$ cat config.mk
export PLATFORM = sky130hd
export DESIGN_NAME = fp_addsub_pipe
export DESIGN_NICKNAME = d
export VERILOG_FILES = /design/src/rtl/fp_pkg.sv /design/src/rtl/fp_lzc.sv /design/src/rtl/fp_addsub_pipe.sv
export SDC_FILE = /design/constraint.sdc
export NUM_CORES = 1
export LEC_CHECK = 0
export ABC_AREA = 1
export BUFFER_PORTS_ARGS = -buffer_cell sky130_fd_sc_hd__clkbuf_2
export CORE_MARGIN = 2
export CORE_UTILIZATION = 56
export DETAILED_ROUTE_END_ITERATION = 10
export PLACE_DENSITY = 0.77
export REMOVE_ABC_BUFFERS = 1
export SKIP_LAST_GASP = 1
export SLEW_MARGIN = 20
export SYNTH_ARGS = -nofsm -noshare
export SYNTH_HDL_FRONTEND = slang
export SYNTH_SLANG_ARGS = --single-unit
$ cat constraint.sdc
create_clock -name clk -period 4.2 [get_ports clk]
set_input_delay 0.42 -clock clk [delete_from_list [all_inputs] [get_ports clk]]
set_output_delay 0.42 -clock clk [all_outputs]
set_load 0.01 [all_outputs]
$ cat src/rtl/fp_pkg.sv
// fp_pkg: shared floating-point format defaults, flag bit indices, operand classes and helpers
package fp_pkg;
  localparam int EXP_W_DEF = 5;
  localparam int MAN_W_DEF = 10;
  localparam int FLG_INV = 3;
  localparam int FLG_OVF = 2;
  localparam int FLG_UDF = 1;
  localparam int FLG_INX = 0;
  typedef enum logic [2:0] {ZERO, SUB, NORM, INF, QNAN, SNAN} fp_class_e;
  function automatic logic [63:0] qnan(input int exp_w, input int man_w);
    return (((64'd1 << exp_w) - 64'd1) << man_w) | (64'd1 << (man_w - 1));
  endfunction
endpackage

$ cat src/rtl/fp_lzc.sv
// fp_lzc: leading-zero counter, returns W when the input is all zeros
module fp_lzc #(
  parameter int W = 14,
  localparam int CW = $clog2(W + 1)
) (
  input  logic [W-1:0]  i_val,
  output logic [CW-1:0] o_cnt
);
  // highest set bit wins because later loop iterations override earlier ones
  always_comb begin
    o_cnt = CW'(W);
    for (int i = 0; i < W; i++) if (i_val[i]) o_cnt = CW'(W - 1 - i);
  end
endmodule

$ cat src/rtl/fp_addsub_pipe.sv
// fp_addsub_pipe: 3-stage IEEE-754 style adder/subtractor with RNE, subnormals, flags and valid/ready
module fp_addsub_pipe
  import fp_pkg::*;
#(
  parameter int EXP_W = EXP_W_DEF,
  parameter int MAN_W = MAN_W_DEF,
  localparam int W = 1 + EXP_W + MAN_W
) (
  input  logic         clk,
  input  logic         rst,
  input  logic [W-1:0] i_a,
  input  logic [W-1:0] i_b,
  input  logic         i_sub,
  input  logic         i_vld,
  output logic         o_rdy,
  output logic [W-1:0] o_res,
  output logic [3:0]   o_flags,
  output logic         o_res_vld,
  input  logic         i_res_rdy
);
  localparam int M = MAN_W + 4;
  localparam int E = EXP_W + 1;
  localparam int LZ_W = $clog2(M + 1);
  localparam logic [W-1:0] QN = W'(qnan(EXP_W, MAN_W));
  typedef struct packed {
    logic             vld;
    logic             sign;
    logic             eff_sub;
    logic             spec;
    logic             inv;
    logic [EXP_W-1:0] exp;
    logic [W-1:0]     spec_res;
  } hdr_t;
  typedef struct packed {
    hdr_t         h;
    logic [M-1:0] ml;
    logic [M-1:0] ms;
  } s1_t;
  typedef struct packed {
    hdr_t       h;
    logic [M:0] sum;
  } s2_t;
  function automatic fp_class_e classify(input logic [W-1:0] x);
    if (&x[W-2:MAN_W]) return (x[MAN_W-1:0] == '0) ? INF : (x[MAN_W-1] ? QNAN : SNAN);
    if (x[W-2:MAN_W] == '0) return (x[MAN_W-1:0] == '0) ? ZERO : SUB;
    return NORM;
  endfunction
  logic w_adv;
  logic [W-1:0] w_b, w_l;
  logic [W-2:0] w_s;
  fp_class_e w_ca, w_cb;
  logic w_swap, w_nan, w_ii, w_stk;
  logic [EXP_W-1:0] w_el, w_es, w_d, w_sh;
  logic [M-1:0] w_ms_raw, w_ms;
  s1_t w_s1, r_s1;
  logic [M:0] w_sum;
  s2_t w_s2, r_s2;
  logic [LZ_W-1:0] w_lz;
  logic w_cy, w_up, w_inx, w_ovf, w_zs;
  logic [E-1:0] w_e0, w_lim, w_lze, w_nsh, w_e1, w_ef;
  logic [M-1:0] w_norm;
  logic [MAN_W+1:0] w_mr;
  logic [MAN_W-1:0] w_mf;
  logic [W-1:0] w_res3, r_res;
  logic [3:0] w_flg3, r_flg;
  logic r_res_vld;
  assign w_adv = ~r_res_vld | i_res_rdy;
  assign o_rdy = w_adv;
  assign o_res = r_res;
  assign o_flags = r_flg;
  assign o_res_vld = r_res_vld;
  assign w_b = {i_b[W-1] ^ i_sub, i_b[W-2:0]};
  // S1: classify, put the larger magnitude first and align the smaller one with guard/round/sticky
  always_comb begin
    w_ca = classify(i_a);
    w_cb = classify(w_b);
    w_swap = w_b[W-2:0] > i_a[W-2:0];
    w_l = w_swap ? w_b : i_a;
    w_s = w_swap ? i_a[W-2:0] : w_b[W-2:0];
    w_el = (w_l[W-2:MAN_W] == '0) ? EXP_W'(1) : w_l[W-2:MAN_W];
    w_es = (w_s[W-2:MAN_W] == '0) ? EXP_W'(1) : w_s[W-2:MAN_W];
    w_d = w_el - w_es;
    w_sh = (w_d > EXP_W'(M - 1)) ? EXP_W'(M - 1) : w_d;
    w_ms_raw = {(w_s[W-2:MAN_W] != '0), w_s[MAN_W-1:0], 3'b000};
    w_ms = w_ms_raw >> w_sh;
    w_stk = |(w_ms_raw & ~({M{1'b1}} << w_sh));
    w_nan = (w_ca == QNAN) | (w_ca == SNAN) | (w_cb == QNAN) | (w_cb == SNAN);
    w_ii = (w_ca == INF) & (w_cb == INF) & (i_a[W-1] ^ w_b[W-1]);
    w_s1.h.vld = i_vld;
    w_s1.h.sign = w_l[W-1];
    w_s1.h.eff_sub = i_a[W-1] ^ w_b[W-1];
    w_s1.h.spec = w_nan | (w_ca == INF) | (w_cb == INF);
    w_s1.h.inv = (w_ca == SNAN) | (w_cb == SNAN) | w_ii;
    w_s1.h.exp = w_el;
    w_s1.h.spec_res = (w_nan | w_ii) ? QN : ((w_ca == INF) ? i_a : w_b);
    w_s1.ml = {(w_l[W-2:MAN_W] != '0), w_l[MAN_W-1:0], 3'b000};
    w_s1.ms = {w_ms[M-1:1], w_ms[0] | w_stk};
  end
  // S1 register: every stage loads together only when the output can advance
  always_ff @(posedge clk or posedge rst)
    if (rst) r_s1 <= '0;
    else if (w_adv) r_s1 <= w_s1;
  // S2: magnitude add/sub; the swap guarantees ml >= ms so the difference never goes negative
  assign w_sum = r_s1.h.eff_sub ? {1'b0, r_s1.ml} - {1'b0, r_s1.ms} : {1'b0, r_s1.ml} + {1'b0, r_s1.ms};
  assign w_s2 = {r_s1.h, w_sum};
  // S2 register
  always_ff @(posedge clk or posedge rst)
    if (rst) r_s2 <= '0;
    else if (w_adv) r_s2 <= w_s2;
  fp_lzc #(.W(M)) u_lzc (.i_val(r_s2.sum[M-1:0]), .o_cnt(w_lz));
  // S3: normalise (left shift capped so exponent stays >= 1), RNE round, repack and special-case mux
  always_comb begin
    w_cy = r_s2.sum[M];
    w_e0 = {1'b0, r_s2.h.exp};
    w_lim = w_e0 - E'(1);
    w_lze = E'(w_lz);
    w_nsh = w_cy ? '0 : ((w_lze < w_lim) ? w_lze : w_lim);
    w_norm = w_cy ? {r_s2.sum[M:2], r_s2.sum[1] | r_s2.sum[0]} : r_s2.sum[M-1:0] << w_nsh;
    w_e1 = w_cy ? w_e0 + E'(1) : w_e0 - w_nsh;
    w_inx = |w_norm[2:0];
    w_up = w_norm[2] & (w_norm[1] | w_norm[0] | w_norm[3]);
    w_mr = {1'b0, w_norm[M-1:3]} + (MAN_W+2)'(w_up);
    w_ef = w_mr[MAN_W+1] ? w_e1 + E'(1) : (w_mr[MAN_W] ? w_e1 : '0);
    w_mf = w_mr[MAN_W+1] ? w_mr[MAN_W:1] : w_mr[MAN_W-1:0];
    w_ovf = w_ef >= E'((1 << EXP_W) - 1);
    w_zs = ((r_s2.sum == '0) & r_s2.h.eff_sub) ? 1'b0 : r_s2.h.sign;
    w_res3 = r_s2.h.spec ? r_s2.h.spec_res :
             w_ovf ? {r_s2.h.sign, {EXP_W{1'b1}}, {MAN_W{1'b0}}} : {w_zs, w_ef[EXP_W-1:0], w_mf};
    w_flg3 = '0;
    w_flg3[FLG_INV] = r_s2.h.spec & r_s2.h.inv;
    w_flg3[FLG_OVF] = ~r_s2.h.spec & w_ovf;
    w_flg3[FLG_UDF] = ~r_s2.h.spec & ~w_ovf & (w_ef == '0) & w_inx;
    w_flg3[FLG_INX] = ~r_s2.h.spec & (w_inx | w_ovf);
  end
  // S3 register: result, flags and valid presented to the consumer
  always_ff @(posedge clk or posedge rst)
    if (rst) begin
      r_res_vld <= 1'b0;
      r_res <= '0;
      r_flg <= '0;
    end else if (w_adv) begin
      r_res_vld <= r_s2.h.vld;
      r_res <= w_res3;
      r_flg <= w_flg3;
    end
endmodule

; ---- Yosys cells after proc, flatten, opt, wreduce, memory -nomap -nowiden
; Index checks and enable logic that the tools add are counted.
; W data, S select, Z words.
[op_classes]
addsub = 8
order_cmp = 4
n_eq_ne = 6
shift = 3
mux = 52
n_bitwise = 31
n_reduce_logical = 14
[op_table]
columns = op, count
row1 = $mux W16, 5
row2 = $mux W3, 14
row3 = $mux W4, 8
row4 = $mux W15, 2
row5 = $mux W6, 5
row6 = $logic_not A10 Y1, 2
row7 = $logic_not A5 Y1, 4
row8 = $add A14 B14 Y15, 1
row9 = $gt A15 B15 Y1, 1
row10 = $logic_not A15 Y1, 1
row11 = $mux W5, 3
row12 = $sub A14 B14 Y15, 1
row13 = $and A14 B14 Y14, 1
row14 = $mux W14, 1
row15 = $not A14 Y14, 1
row16 = $or A1 B1 Y1, 14
row17 = $reduce_or A14 Y1, 1
row18 = $shl A14 B5 Y14 const A, 1
row19 = $shl A14 B6 Y14, 1
row20 = $shr A14 B5 Y14, 1
row21 = $add A11 B1 Y12, 1
row22 = $eq A3 B3 Y1 const B, 4
row23 = $mux W1, 11
row24 = $and A1 B1 Y1, 10
row25 = 17 further kinds, 24
[totals]
reg_bits = 113
inputBits = 37
output_inout_bits = 22
word_cells = 138

; ---- Depth between registers and ports, before layout
; Gate-level depths: netlist (run 1).
[logic_depth]
word_depth = 30
ltp_mapped = 44
depth_no_buf = 43

; ---- Cells and area by module
; Synthesis (run 1) repeated with hierarchy kept, for this count alone.
[unflattened]
cells_unflattened = 1274
hier_area_um2 = 8897.3
[modules_own_cells]
columns = module, n_inst, cells_each, area_each_um2, seq_area_each_um2
row1 = fp_addsub_pipe, 1, 1235, 8709.6, 2827.7
row2 = fp_lzc, 1, 39, 187.7, 0.0

; ---- Worst setup path before layout (run 1)
; Ideal clock, no wire load.
[synth_timing]
path_type = input port to flip-flop
from = input i_a[2]
to = register r_s1[0] in the netlist's numbering
setup_ns = 0.141
t_arrival_ns = 4.854
required_time_ns = 4.059
slack_ns = -0.795
cell_stages = 31
n_path_buf = 3
cell_sequence = inv_1 > ha_1 > a21oi_1 > o21ai_0 > a21o_1 > a21oi_1 > o21ai_0 > nand3_1 > o2111ai_1 > nand2_1 > clkbuf_1 > clkbuf_1 > nand2_1 > o21ai_0 > nand3_1 > nor3b_1 > nor2_1 > ha_1 > fa_1 > o21ai_0 > xor2_1 > nand2_1 > inv_1 > nand2_1 > inv_1 > clkbuf_1 > nand2_1 > nand2_1 > nand2_1 > a2111oi_0 > a22oi_1
[synth_between]
elab_chain_len = 12
[synth_lines]
columns = item, line
row1 = "start, declared", fp_addsub_pipe.sv:11  ; input logic [W-1:0] i_a,
row2 = $gt A15 B15 Y1, fp_addsub_pipe.sv:77  ; w_swap = w_b[W-2:0] > i_a[W-2:0];
row3 = $mux W16 / $mux W15 (equally long branches), "fp_addsub_pipe.sv:78, fp_addsub_pipe.sv:79"
row4 = "$logic_not A5 Y1, on equally long branches", "fp_addsub_pipe.sv:80, fp_addsub_pipe.sv:81"
row5 = "$mux W5, on equally long branches", "fp_addsub_pipe.sv:80, fp_addsub_pipe.sv:81"
row6 = $sub A5 B5 Y5, fp_addsub_pipe.sv:82  ; w_d = w_el - w_es;
row7 = $gt A5 B4 Y1, fp_addsub_pipe.sv:83  ; w_sh = (w_d > EXP_W'(M - 1)) ? EXP_W'(M - 1) : w_d;
row8 = $mux W5, fp_addsub_pipe.sv:83
row9 = $shl A14 B5 Y14, fp_addsub_pipe.sv:86  ; w_stk = |(w_ms_raw & ~({M{1'b1}} << w_sh));
row10 = $not A14 Y14, fp_addsub_pipe.sv:86
row11 = $and A14 B14 Y14, fp_addsub_pipe.sv:86
row12 = $reduce_or A14 Y1, fp_addsub_pipe.sv:86
row13 = $or A1 B1 Y1 (*), fp_addsub_pipe.sv:97  ; w_s1.ms = {w_ms[M-1:1], w_ms[0] | w_stk};
row14 = "end signal, assigned", fp_addsub_pipe.sv:102  ; else if (w_adv) r_s1 <= w_s1;
row15 = "end, declared", fp_addsub_pipe.sv:55  ; s1_t w_s1, r_s1;
; Mark *: on every way between the ends. The rest lies on a longest branch, timed or not.
; A chain may end at the register's enable or synchronous reset.

; ---- Worst setup path after layout (run 1)
[layout_timing]
from = register r_s2[5] in the netlist's numbering
to = register r_res[9] (netlist: o_res[9])
[layout_between]
elab_chain_len = 23
[layout_lines]
columns = item, line
row1 = "start, declared", fp_addsub_pipe.sv:57  ; s2_t w_s2, r_s2;
row2 = "start signal, assigned", fp_addsub_pipe.sv:109  ; else if (w_adv) r_s2 <= w_s2;
row3 = $mux W3, fp_lzc.sv:12  ; for (int i = 0; i < W; i++) if (i_val[i]) o_cnt = CW'(W - 1 - i);
row4 = $mux W4 (8 in series), fp_lzc.sv:12
row5 = $lt A4 B6 Y1, fp_addsub_pipe.sv:117  ; w_nsh = w_cy ? '0 : ((w_lze < w_lim) ? w_lze : w_lim);
row6 = $mux W6 (2 in series), fp_addsub_pipe.sv:117
row7 = $shl A14 B6 Y14, fp_addsub_pipe.sv:118  ; w_norm = w_cy ? {r_s2.sum[M:2], r_s2.sum[1] | r_s2.sum[0]} : r_s2.sum[M-1:0] << w_nsh;
row8 = $mux W14, fp_addsub_pipe.sv:118
row9 = $or A1 B1 Y1 (2 in series), fp_addsub_pipe.sv:121  ; w_up = w_norm[2] & (w_norm[1] | w_norm[0] | w_norm[3]);
row10 = $and A1 B1 Y1, fp_addsub_pipe.sv:121
row11 = $add A11 B1 Y12, fp_addsub_pipe.sv:122  ; w_mr = {1'b0, w_norm[M-1:3]} + (MAN_W+2)'(w_up);
row12 = $mux W6 (2 in series), fp_addsub_pipe.sv:123  ; w_ef = w_mr[MAN_W+1] ? w_e1 + E'(1) : (w_mr[MAN_W] ? w_e1 : '0);
row13 = $ge A6 B5 Y1, fp_addsub_pipe.sv:125  ; w_ovf = w_ef >= E'((1 << EXP_W) - 1);
row14 = $mux W16 (*), fp_addsub_pipe.sv:128  ; w_ovf ? {r_s2.h.sign, {EXP_W{1'b1}}, {MAN_W{1'b0}}} : {w_zs, w_ef[EXP_W-1:0], w_mf};
row15 = $mux W16 (*), fp_addsub_pipe.sv:127  ; w_res3 = r_s2.h.spec ? r_s2.h.spec_res :
row16 = "end signal, assigned", fp_addsub_pipe.sv:143  ; r_res <= w_res3;
row17 = "end, declared", fp_addsub_pipe.sv:64  ; logic [W-1:0] w_res3, r_res;
; Marked as above.

==> key figures, run 1 <==
Routing
  – Post-DR vias/cell: 5.64
  – 1st-pass router iterations: 6
  – DR WL/cell: 16.1 um
  – Drt first-iter violations: 732
  – Detail Route Antenna Nets: 0
  – Via Count: 9522
  – Routed WL: 27200 um
  – DR DRC count: 0

STA
  – Setup ws final: -0.169 ns
  – Final hold vios: 0
  – Clock Skew: 0.00686 ns
  – Least-Margin Pin Slew: 0.751 ns
  – Hold Slack: 0.0581 ns
  – Rel. slew slack: 49.4%
  – Max Freq: 0.229 GHz
  – Setup-failing EPs final: 23
  – Tmin final: 4.37 ns
  – RSZ-0062 raised after global routing: true
  – Number of max-slew violations in the final report: 0
  – Tcrit/Tclk final: 104%

Yosys
  – Adder-cell share of the synthesized area: 8.15%
  – Synth Area in Compound Gates: 17.6%
  – Post-synthesis mux area share: 0.111%
  – EDFF count, synth: 0
  – Area contributors post-synth: dfrtp_1 31%, nand2_1 13%, o21ai_0 8.9%, ha_1 7.5%, inv_1 6.0%
  – Netlist Area Pre-Place: 0.00903 mm2
  – Synth top area share: 31.3%
  – Sequential share of the synthesized area: 31.3%
  – Most frequent cells after synthesis: 311 x nand2_1, 160 x o21ai_0, 145 x inv_1
  – Synth Instances: 1261
  – Syn avg cell area: 7.16 um2
  – Dominant cell type by area after synthesis: dfrtp_1
  – Main synth FF type: dfrtp_1
  – #FFs+latches synth: 113
  – Fraction of registers with async set or reset after synthesis: 100%
  – Synth warnings: 0
  – Most instantiated library cell after synthesis: nand2_1
  – Cell variety after synth: 62
  – XOR/XNOR share of the synthesized area: 3.11%
  – Largest family of logic cells by synthesized area: simple AND/OR/NAND/NOR gates
  – Simple-gate share of the synthesized area: 29.1%

CTS
  – TritonCTS clock tree: yes
  – Max Root-Sink Buffers: 2
  – Clock sinks: 113
  – Hold buffer count at cts: 0
  – Inserted Clock Buffers: 17
  – H-tree lvl count: 4
  – Clock transition at path regs: 0.06 ns
  – Clk_lat worst skew: 0.41 ns
  – Clk root buf: clkbuf_16

Status
  – Failing checks: setup timing
  – Outcome: finished, violations left

Placed design
  – GP Congestion: 0.958
  – I/O Buffers: 58
  – Post-Place Cell Area: 0.0104 mm2
  – DP HPWL: 19400 um

Setup path
  – Flop2flop setup slack: -0.17 ns
  – Slowest cell on the critical path: dfrtp_1
  – CP arrival: 4.67 ns
  – Reg-to-reg endpoint: o_res[9]$_DFFE_PP0P_
  – Crit path top cell by count: nand2_4
  – Critical Path Start Type: flip-flop
  – Setup CP Type: reg2reg
  – CP max FO: 8
  – WP data required: 4.50 ns
  – Reg-to-Reg Start: r_s2[5]$_DFFE_PP0P_
  – Worst Setup End Kind: flip-flop
  – Crit-path max cell delay: 0.39 ns
  – R2R depth: 29

Global route
  – First-pass GRT wire length: 42500 um
  – Final global-route overflow total: 0
  – Global Route Usage Sum: 31.4%
  – Initial antenna violation count: 0
  – Number of global-route vias before repair: 8866
  – Largest net degree at the start of global routing: 83

Run
  – MaxCap Viol Count: 0

Floorplanning
  – Floorplan row count: 46
  – Die span in y: 131 um
  – IO Pins: 59
  – Initial Utilization: 57.0%
  – Die area: 0.0171 mm2
  – Core footprint: 0.0158 mm2
  – Die Wd: 131 um

Layout
  – Antenna diodes: 0
  – Synth-to-layout area growth: 30.1%
  – Layout cells sized above 1: 30.3%
  – Design Area, Final: 0.0117 mm2
  – Fin util: 74.2%
  – Nets: 1553

Hold path
  – Type of the worst min-delay path: in2async
[through the flow]
step           std cells  TNS, ns  worst slack (ns)
3_5_place_dp        1628   -12.58            -0.859
2_1_floorplan       1205  -244.69             -3.87
4_1_cts             1676   -0.177           -0.0339
3_3_place_gp        1628    -8.42            -0.707
6_report            1688    -2.00            -0.169
5_1_grt             1688   -11.15            -0.485
[critical path, delay by kind of cell, from the launching register on]
kind	cells	cell delay [ns]
AO/OA/AOI/OAI	6	0.81
XOR/XNOR	2	0.31
adder cells (fa/ha/maj)	3	0.67
buffers and inverters	5	0.59
flip-flops	1	0.39
AND/OR/NAND/NOR	13	1.48
[area by class of cell]
class	instances	area [um2]
flip-flops and latches	113	2830
clock inverters	14	135
repair inverters	3	21.3
clock buffers	18	439
well taps	216	270
inverters	158	612
repair buffers	230	1660
multi-input cells	936	5770
fillers	1169	4080
[routing by layer]
metal / part of all wire [%] / GRT usage [%]
met3: 6.1 / 4.68
met2: 50 / 53.8
met4: 4.0 / 13.6
met5: 0 / 0
met1: 40 / 39.6
[registers in the layout, summed over array words and instances, names as in the netlist]
name	cells
o_res	16
o_res_vld	1
r_s1	51
o_flags	4
r_s2	41
[worst max-delay path by stage]
stage / from / to / slack, ns / depth (start not counted)
2_1_floorplan: o_res_vld$_DFFE_PP0P_ / r_s1[3]$_DFFE_PP0P_ / -3.87 / 5
3_3_place_gp: i_a[2] / r_s1[2]$_DFFE_PP0P_ / -0.71 / 29
3_5_place_dp: i_a[2] / r_s1[0]$_DFFE_PP0P_ / -0.86 / 31
4_1_cts: i_a[2] / r_s1[0]$_DFFE_PP0P_ / -0.03 / 28
5_1_grt: r_s2[1]$_DFFE_PP0P_ / o_res[14]$_DFFE_PP0P_ / -0.49 / 41
6_report: r_s2[5]$_DFFE_PP0P_ / o_res[9]$_DFFE_PP0P_ / -0.17 / 29
[cells by family (layout without fill, tap and decap cells)]
| group | Yosys count | count (layout) |
|---|---|---|
| compound gates | 284 | 284 |
| xor+xnor | 32 | 32 |
| fa+ha+maj | 57 | 57 |
| buf+inv | 214 | 423 |
| flops | 113 | 113 |
| mux | 1 | 1 |
| simple gates | 560 | 562 |
[placed cells by master, fill, tap and decap left out, types with 4 or more instances in the layout]
master,instances
a21oi_1,54
a21oi_2,8
a22oi_1,6
buf_4,160
buf_6,13
clkbuf_16,17
clkbuf_2,55
clkinv_4,6
clkinvlp_4,5
dfrtp_1,112
ha_1,50
inv_1,135
inv_2,15
inv_4,6
nand2_1,293
nand2_2,34
nand2_4,12
nand3_1,75
nand3_2,12
nand3_4,4
nand4_1,35
nor2_1,51
nor2_2,11
nor2_4,15
o21ai_0,116
o21ai_1,20
o21ai_2,28
o22ai_1,13
o22ai_2,4
xnor2_1,11
xor2_1,18
[repair_timing]
item	in CTS	in global routing
pin swaps	36	72
buffers inserted	12	10
resized for setup	85	105
cloned	4	2
endpoints found under the setup margin	32	32
Power of run 1 is left out: the tool's default activity adds up to more than one toggle a clock period on the data nets, which glitch-free logic cannot reach.
==> run 2: changes to the inputs <==
--- a/config.mk
+++ b/config.mk
@@ -7,7 +7,6 @@
 export LEC_CHECK = 0
 export ABC_AREA = 1
 export BUFFER_PORTS_ARGS = -buffer_cell sky130_fd_sc_hd__clkbuf_2
-export CORE_MARGIN = 2
 export CORE_UTILIZATION = 56
 export DETAILED_ROUTE_END_ITERATION = 10
 export PLACE_DENSITY = 0.77
==> key figures, run 2 (synthesis gave the netlist of run 1 again) <==
CTS
  – Max Root-Sink Buffers: 2
  – Clk root buf: clkbuf_16
  – H-tree lvl count: 4
  – Clock transition at path regs: 0.06 ns
  – Clock sinks: 113
  – TritonCTS clock tree: yes
  – Clk_lat worst skew: 0.42 ns
  – Inserted Clock Buffers: 17

Global route
  – Global Route Usage Sum: 32.9%
  – First-pass GRT wire length: 42400 um
  – Largest net degree at the start of global routing: 94
  – Final global-route overflow total: 0
  – Initial antenna violation count: 0
  – Number of global-route vias before repair: 8888

Floorplanning
  – Initial Utilization: 57.0%
  – Core footprint: 0.0158 mm2
  – Die area: 0.0166 mm2
  – Die Wd: 129 um
  – Floorplan row count: 46
  – IO Pins: 59
  – Die span in y: 129 um

Hold path
  – Type of the worst min-delay path: in2async

Layout
  – Nets: 1568
  – Layout cells sized above 1: 32.8%
  – Synth-to-layout area growth: 34.0%
  – Most common cell after layout, fill and taps aside: nand2_1
  – Max reg flops: 51
  – Largest reg by FF count: r_s1
  – Most frequent cells in the layout: 280 x nand2_1, 166 x buf_4, 133 x inv_1, 117 x o21ai_0, 113 x dfrtp_1
  – Antenna diodes: 0

STA
  – Clock Skew: 0.00840 ns
  – Final hold vios: 0
  – Least-Margin Pin Slew: 0.948 ns
  – Setup ws final: -0.131 ns
  – Tcrit/Tclk final: 103%
  – Rel. slew slack: 36.8%
  – Tmin final: 4.33 ns
  – Setup-failing EPs final: 15
  – Number of max-slew violations in the final report: 0
  – RSZ-0062 raised after global routing: true
  – Max Freq: 0.231 GHz

Routing
  – Post-DR vias/cell: 5.62
  – Met1 WL: 11600 um
  – Via Count: 9576
  – Met3 WL post-DR: 1440 um
  – Routed WL: 28400 um
  – DR DRC count: 0
  – Met2 wire length: 14300 um
  – Detail Route Antenna Nets: 0
  – DR WL/cell: 16.7 um
  – Top sig layer: met4
  – Drt first-iter violations: 705
  – 1st-pass router iterations: 5

Setup path
  – CP arrival: 4.59 ns
  – WP data required: 4.46 ns
  – Slowest cell on the critical path: fa_2
  – CP max FO: 7
  – Critical Path Start: i_a[2]
  – Setup CP Type: in2reg
  – Worst Setup End Kind: flip-flop
  – Crit path top cell by count: o21ai_2
  – Crit-path max cell delay: 0.43 ns
  – Critical Path Start Type: input pin
  – Reg-to-Reg Start: r_s2[1]$_DFFE_PP0P_

Placed design
  – I/O Buffers: 58
  – Pre-CTS WS: -0.998 ns
  – GP Congestion: 0.960
  – DP HPWL: 19300 um

Run
  – MaxCap Viol Count: 0

Status
  – Failing checks: setup timing
  – Outcome: finished, violations left
## run 2: changes by cell type in the layout (fill, tap and decap cells not counted), sizes merged
| cell | previous run | this run |
|---|---|---|
| buf | 175 | 189 |
| bufinv | 1 | 2 |
| clkinv | 10 | 6 |
| clkinvlp | 5 | 3 |
| inv | 159 | 165 |
## run 2: path summary, 6_finish.rpt
| kind | depth (start not counted) | to | slack (ns) |
|---|---|---|---|
| setup reg to reg | 29 | o_res[6]$_DFFE_PP0P_ | -0.06 |
| setup / recovery | 31 | r_s1[0]$_DFFE_PP0P_ | -0.13 |
| hold / removal | 2 | o_res_vld$_DFFE_PP0P_ | 0.19 |
| max in group asynchronous | 3 | r_s1[8]$_DFFE_PP0P_ | 3.00 |
| hold reg to reg | 2 | r_s2[35]$_DFFE_PP0P_ | 0.47 |
| min in group clk | 3 | r_s1[53]$_DFFE_PP0P_ | 0.25 |
## run 2: worst max-delay path, delay by kind of cell
| family | cells | cell delay (ns) |
|---|---|---|
| AO/OA/AOI/OAI | 11 | 1.37 |
| AND/OR/NAND/NOR | 10 | 1.12 |
| adder cells (fa/ha/maj) | 3 | 0.83 |
| buffers and inverters | 6 | 0.66 |
| XOR/XNOR | 1 | 0.19 |
## run 2: final cells by class
cell class | instances | area (um2)
clock buffers | 18 | 439
well taps | 216 | 270
repair inverters | 4 | 26.3
flip-flops and latches | 113 | 2830
inverters | 158 | 621
fillers | 1119 | 3740
multi-input cells | 936 | 5920
repair buffers | 244 | 1820
clock inverters | 14 | 169
## run 2: timing repair
item                       in CTS  in global routing
resized for setup              70                166
setup endpoints to repair      32                 32
cloned                          5                  4
pin swaps                      47                 68
buffers inserted               17                 20
hold buffers                    0                  0
## run 2: layer usage
metal  up-vias  GRT usage [%]
met5         -              0
met4         0           14.2
met3        87           5.41
met2       322           57.6
met1      4545           40.2
li1       4622              -
## run 2: per-stage QoR
stage          area (um2)  util [%]  hold WS, ns  cells  setup TNS [ns]
2_1_floorplan        8670         -        0.437   1205         -244.69
3_3_place_gp        10400      65.5        0.451   1627           -9.44
3_5_place_dp        10400      65.5        0.457   1627          -13.40
4_1_cts             11300      71.6        0.223   1681         -0.0626
5_1_grt             12100      76.4        0.241   1703           -9.19
6_report            12100      76.4        0.191   1703          -0.637
Power of run 2 is left out for the same reason.
